$ cat config.mk
export PLATFORM = sky130hd
export DESIGN_NAME = disp_mux6_flat
export DESIGN_NICKNAME = d
export VERILOG_FILES = /design/src/rtl/disp_pkg.sv /design/src/rtl/disp_mux6_if.sv /design/src/rtl/disp_slot_timer.sv /design/src/rtl/disp_mux6.sv /design/src/flat_wrapper.sv
export SDC_FILE = /design/constraint.sdc
export NUM_CORES = 1
export LEC_CHECK = 0
export BUFFER_PORTS_ARGS = -buffer_cell sky130_fd_sc_hd__buf_2
export CORE_ASPECT_RATIO = 1.4
export CORE_MARGIN = 2
export CORE_UTILIZATION = 30
export CTS_BUF_LIST = sky130_fd_sc_hd__clkbuf_4 sky130_fd_sc_hd__clkbuf_8
export CTS_CLUSTER_SIZE = 24
export DETAILED_ROUTE_END_ITERATION = 7
export SYNTH_ARGS = -nofsm -noshare
export SYNTH_HDL_FRONTEND = slang
export SYNTH_SLANG_ARGS = --single-unit
$ cat constraint.sdc
create_clock -name clk -period 3.7 [get_ports clk]
set_clock_uncertainty 0.2 [all_clocks]
set_input_delay 0.185 -clock clk [delete_from_list [all_inputs] [get_ports clk]]
set_output_delay 0.185 -clock clk [all_outputs]
set_load 0.005 [all_outputs]
$ cat src/rtl/disp_pkg.sv
// Shared constants and types for the six-digit seven-segment scan driver.
package disp_pkg;
  localparam int         NUM_DIGITS = 6;
  localparam logic [7:0] SSEG_BLANK = 8'hFF;
  localparam logic [5:0] AN_OFF     = 6'b111111;

  typedef logic [2:0] digit_idx_t;

  // Active-low anode pattern with only the selected digit driven.
  function automatic logic [5:0] an_sel_n(digit_idx_t i);
    return ~(6'b000001 << i);
  endfunction
endpackage

$ cat src/rtl/disp_mux6_if.sv
// Display bus: six segment patterns in, scanned anode/segment lines out.
// With DISP_MUX6_DIM_EN defined the bus also carries a 4-bit brightness duty.
interface disp_mux6_if;
  logic [7:0] in0, in1, in2, in3, in4, in5;
`ifdef DISP_MUX6_DIM_EN
  logic [3:0] duty;
`endif
  logic [5:0] an;
  logic [7:0] sseg;
  logic       frame_tick;

`ifdef DISP_MUX6_DIM_EN
  modport master (output in0, in1, in2, in3, in4, in5, duty,
                  input  an, sseg, frame_tick);
  modport slave  (input  in0, in1, in2, in3, in4, in5, duty,
                  output an, sseg, frame_tick);
`else
  modport master (output in0, in1, in2, in3, in4, in5,
                  input  an, sseg, frame_tick);
  modport slave  (input  in0, in1, in2, in3, in4, in5,
                  output an, sseg, frame_tick);
`endif
endinterface

$ cat src/rtl/disp_slot_timer.sv
// Slot counter and digit index for the display scan; flags the blanking
// guard at the start of each slot and the last cycle of each slot.
module disp_slot_timer
  import disp_pkg::*;
#(
  parameter  int ticks_per_digit = 100_000,
  parameter  int blank_ticks     = 1_000,
  localparam int CW              = $clog2(ticks_per_digit)
) (
  input  logic       clk,
  input  logic       rst_n,
  output digit_idx_t idx,
  output logic       blank,
  output logic       wrap
);
  logic [CW-1:0] cnt;

  assign wrap = (cnt == CW'(ticks_per_digit - 1));

  generate
    if (blank_ticks == 0) begin : g_noblank
      assign blank = 1'b0;
    end else begin : g_blank
      assign blank = (cnt < CW'(blank_ticks));
    end
  endgenerate

  always_ff @(posedge clk or negedge rst_n) begin
    if (!rst_n) begin
      cnt <= '0;
      idx <= '0;
    end else begin
      cnt <= wrap ? '0 : cnt + 1'b1;
      // An out-of-range index can only come from an upset; recover at once.
      if (idx >= digit_idx_t'(NUM_DIGITS))
        idx <= '0;
      else if (wrap)
        idx <= (idx == digit_idx_t'(NUM_DIGITS - 1)) ? '0 : idx + 3'd1;
    end
  end
endmodule

$ cat src/rtl/disp_mux6.sv
// Six-digit multiplexed seven-segment driver with registered outputs.
// Optional DISP_MUX6_DIM_EN adds PWM dimming driven by bus.duty.
module disp_mux6
  import disp_pkg::*;
#(
  parameter int ticks_per_digit = 100_000,
  parameter int blank_ticks     = 1_000
) (
  input  logic        clk,
  input  logic        rst_n,
  disp_mux6_if.slave  bus
);
  digit_idx_t idx;
  logic       blank, wrap, lit;
  logic       frame_pend;
  logic [5:0] an_q;
  logic [7:0] sseg_q;
  logic       frame_q;
  logic [NUM_DIGITS-1:0][7:0] digs;

  disp_slot_timer #(
    .ticks_per_digit (ticks_per_digit),
    .blank_ticks     (blank_ticks)
  ) u_timer (
    .clk   (clk),
    .rst_n (rst_n),
    .idx   (idx),
    .blank (blank),
    .wrap  (wrap)
  );

  assign digs = {bus.in5, bus.in4, bus.in3, bus.in2, bus.in1, bus.in0};

`ifdef DISP_MUX6_DIM_EN
  logic [3:0] pwm;

  always_ff @(posedge clk or negedge rst_n) begin
    if (!rst_n) pwm <= '0;
    else        pwm <= pwm + 4'd1;
  end

  // Full duty bypasses the compare so 4'hF is truly always-on.
  assign lit = !blank && ((bus.duty == 4'hF) || (pwm < bus.duty));
`else
  assign lit = !blank;
`endif

  always_ff @(posedge clk or negedge rst_n) begin
    if (!rst_n) begin
      an_q       <= AN_OFF;
      sseg_q     <= SSEG_BLANK;
      frame_q    <= 1'b0;
      frame_pend <= 1'b0;
    end else begin
      // Pending flag delays the tick so it lines up with the registered outputs.
      frame_pend <= wrap && (idx == digit_idx_t'(NUM_DIGITS - 1));
      frame_q    <= frame_pend;
      if (lit && (idx < digit_idx_t'(NUM_DIGITS))) begin
        an_q   <= an_sel_n(idx);
        sseg_q <= digs[idx];
      end else begin
        an_q   <= AN_OFF;
        sseg_q <= SSEG_BLANK;
      end
    end
  end

  assign bus.an         = an_q;
  assign bus.sseg       = sseg_q;
  assign bus.frame_tick = frame_q;
endmodule

$ cat src/flat_wrapper.sv
// flat-port wrapper written by rule: the top's interface ports become plain ports
module disp_mux6_flat import disp_pkg::*;
#(
  parameter int ticks_per_digit = 100_000,
  parameter int blank_ticks     = 1_000
)
  (clk, rst_n, bus_in0, bus_in1, bus_in2, bus_in3, bus_in4, bus_in5, bus_an, bus_sseg, bus_frame_tick);
  disp_mux6_if bus_i ();
  input  logic clk;
  input  logic rst_n;
  input wire logic [$bits(bus_i.in0)-1:0] bus_in0;
  input wire logic [$bits(bus_i.in1)-1:0] bus_in1;
  input wire logic [$bits(bus_i.in2)-1:0] bus_in2;
  input wire logic [$bits(bus_i.in3)-1:0] bus_in3;
  input wire logic [$bits(bus_i.in4)-1:0] bus_in4;
  input wire logic [$bits(bus_i.in5)-1:0] bus_in5;
  output wire logic [$bits(bus_i.an)-1:0] bus_an;
  output wire logic [$bits(bus_i.sseg)-1:0] bus_sseg;
  output wire logic [$bits(bus_i.frame_tick)-1:0] bus_frame_tick;
  assign bus_i.in0 = bus_in0;
  assign bus_i.in1 = bus_in1;
  assign bus_i.in2 = bus_in2;
  assign bus_i.in3 = bus_in3;
  assign bus_i.in4 = bus_in4;
  assign bus_i.in5 = bus_in5;
  assign bus_an = bus_i.an;
  assign bus_sseg = bus_i.sseg;
  assign bus_frame_tick = bus_i.frame_tick;
  disp_mux6 #(.ticks_per_digit(ticks_per_digit), .blank_ticks(blank_ticks)) u_core (.clk(clk), .rst_n(rst_n), .bus(bus_i));
endmodule
==> impl_metrics.py <==
metrics = {
    "logic_synthesis": {
        "synth_area_mm2": 0.00193,
        "synth_compound_area_frac": 0.0675,
        "synth-xor-area-share": 0.0681,
        "synth_fa_ha_area_frac": 0.0130,
        "synth-edff-count": 0,
        "ys.flop_type": "dfrtp_1",
        "synthSimpleGateAreaFrac": 0.197,
        "netlist_instances": 168,
        "synth_top_family_by_area": "simple AND/OR/NAND/NOR gates",
        "synth.area.mux_share": 0.141,
        "synthArstFlopShare": 1.00,
        "ys_ff_latch": 36,
        "avgSynthCellArea_um2": 11.5,
        "yosys_warnings": 0,
        "seq_area_frac_synth": 0.476,
        "synth_nets": 220,
        "synth_cell_types": 37,
    },
    "sta": {
        "max_freq_mhz": 494,
        "drv_slew": 0,
        "fin_tns_setup_ps": 0,
        "worst_pin_slew_ps": 793,
        "period_share": 0.547,
        "finalHoldViolations": 0,
        "finalSetupViolCount": 0,
        "rsz0062_at_grt": "no",
        "finalCriticalPeriod_ps": 2020,
        "relSlewSlack": 0.471,
    },
    "hold_path": {
        "hp-class": "in -> reg",
        "hp-start": "bus_in4[2]",
        "whs_path_depth": 3,
    },
    "worst_setup_path": {
        "cp-startpoint": "u_core.u_timer.idx[1]",
        "slowest_delay_ps": 760,
        "cp_max_fo": 19,
        "cp_slowest_cell": "dfrtp_1",
        "r2r_cells": 4,
        "end_kind": "flip-flop",
        "r2r_slack_ps": 1680,
        "startpoint_type": "flip-flop",
        "cp_cell_sequence": "and2_1 -> ha_1 -> or4b_1 -> nand2_1",
        "r2r-start": "u_core.u_timer.idx[1]",
        "critPathArrivalTime_ps": 2050,
        "worstSetupPathType": "reg -> reg",
        "required_ps": 3730,
    },
    "clock_network": {
        "cts_made_buffers": 5,
        "cts.sinks": 36,
        "ctsResizeCount": 0,
        "clk_pin_slew_ps": 70,
        "clockRootBuffer": "clkbuf_8",
        "htreeDepth": 2,
        "cts_setup_buffers": 0,
        "cts-hold-fix-buffers": 1,
        "cts_tree": "built",
        "clk_latency_ps": 290,
        "cts.path.max_buffers": 2,
    },
    "floorplan": {
        "fp.dieH_um": 98.9,
        "die_x_um": 71.8,
        "core_mm2": 0.00621,
        "initial_utilization": 0.310,
        "num_rows": 34,
        "dieArea_mm2": 0.00709,
        "ios": 65,
    },
    "pwr": {
        "p_int_mw": 0.568,
        "p_switching_mw": 0.152,
        "clkPwrFrac": 0.391,
        "p_per_area_mw_per_mm2": 303,
        "leakage_nw": 1.01,
        "switching_share": 0.211,
        "p_comb_frac": 0.061,
        "peakVddDrop_uv": 148,
        "seq_power_share": 0.548,
    },
    "detailed_routing": {
        "drt_iter0_markers": 25,
        "avgRoutedWirePerCell_um": 13.9,
        "drtPass1Iterations": 4,
        "drc_errors": 0,
        "ant_nets": 0,
        "vias": 1499,
        "viasPerCell": 4.95,
        "postRouteWirelength_um": 4200,
    },
    "global_route": {
        "grt_usage": 0.129,
        "grt_pass1_vias": 1536,
        "grt_pass1_wl_um": 7070,
        "grt.overflow.total": 0,
        "antenna_found_initial": 0,
        "grt_max_degree": 37,
    },
    "place": {
        "place_hpwl_um": 3270,
        "port_buffers": 64,
        "place_area_mm2": 0.00228,
        "gp_congestion": 0.787,
    },
    "cells_and_area": {
        "areaGrowthSynthToFinish_pct": 23.3,
        "final_util": 0.383,
        "drive_gt1_frac": 0.437,
        "num_antenna_cells": 0,
        "nets": 282,
        "final_cell_mix": "64 x buf_2, 22 x dfrtp_1, 19 x nand2_1, 15 x nor2_1, 14 x dfstp_2",
        "final_common_cell": "buf_2",
        "final_area_mm2": 0.00238,
    },
    "flow_run": {
        "cap_violations": 0,
    },
    "outcome": {
        "status": "completed",
    },
}
[path summary, 6_finish.rpt]
path	endpoint
min in group asynchronous	u_core.u_timer.cnt[9]
max reg2reg	u_core.u_timer.idx[2]
max	u_core.u_timer.idx[2]
min reg2reg	u_core.bus.frame_tick
max in group asynchronous	u_core.u_timer.cnt[10]
min	u_core.bus.sseg[2]
[metal layers]
metal	GRT usage	wire length [um]
met4	0.0566	90
met2	0.229	2340
met1	0.151	1590
met5	0	0
met3	0.0204	180
[cell families after synthesis]
family	after synthesis
and+or+nand+nor	70
DFF	36
muxes	17
AOI/OAI and AO/OA	16
xor gates and xnor gates	15
buffers and inverters	12
adders and majority gates	2
[state kept, by name, summed over array words and instances (netlist names)]
signal / count
u_core.bus.an: 6
u_core.bus.frame_tick: 1
u_core.bus.sseg: 8
u_core.frame_pend: 1
u_core.u_timer.cnt: 17
u_core.u_timer.idx: 3
[power groups by stage]
stage	sequential, mW	combinational (mW)	clock (mW)
finish	0.394	0.0441	0.281
global route	0.394	0.0505	0.306
CTS	0.394	0.0454	0.285
detailed placement	0.401	0.0447	0
global placement	0.401	0.0430	0
floorplan	0.401	0.0110	0
[cell type report]
type                       count  area [um2]
sequential                    36         918
clock buffer                   7        83.8
tap                           72        90.1
inverter                       1        3.75
fill                         623        3830
multi-input combinational    120         938
clock inverter                 1        5.00
timing repair buffer          66         338
[worst max-delay path, delay by kind of cell (launching register included)]
kind / cells / cell delay (ps)
adders and majority gates: 1 / 230
DFF: 1 / 760
and+or+nand+nor: 3 / 770
[per-stage QoR]
stage          hold slack (ps)  total power [mW]  cells  setup WS (ps)
2_1_floorplan             -311             0.412    168           1550
3_3_place_gp               103             0.444    294           1730
3_5_place_dp               116             0.446    294           1680
4_1_cts                   24.0             0.725    303           1670
5_1_grt                   41.4             0.750    303           1530
6_report                  14.4             0.719    303           1680
[synth_stat cells, types with 5 or more instances]
library cell	instances	area share
dfrtp_1	22	0.29
nand2_1	19	0.037
nor2_1	15	0.029
dfstp_2	14	0.19
xnor2_1	10	0.045
mux2i_1	8	0.042
mux4_2	8	0.093
o211ai_1	8	0.031
nand3_1	7	0.018
nand4_1	7	0.023
nor3_1	5	0.013
xor2_1	5	0.023
(Power assumes the default switching activity.)
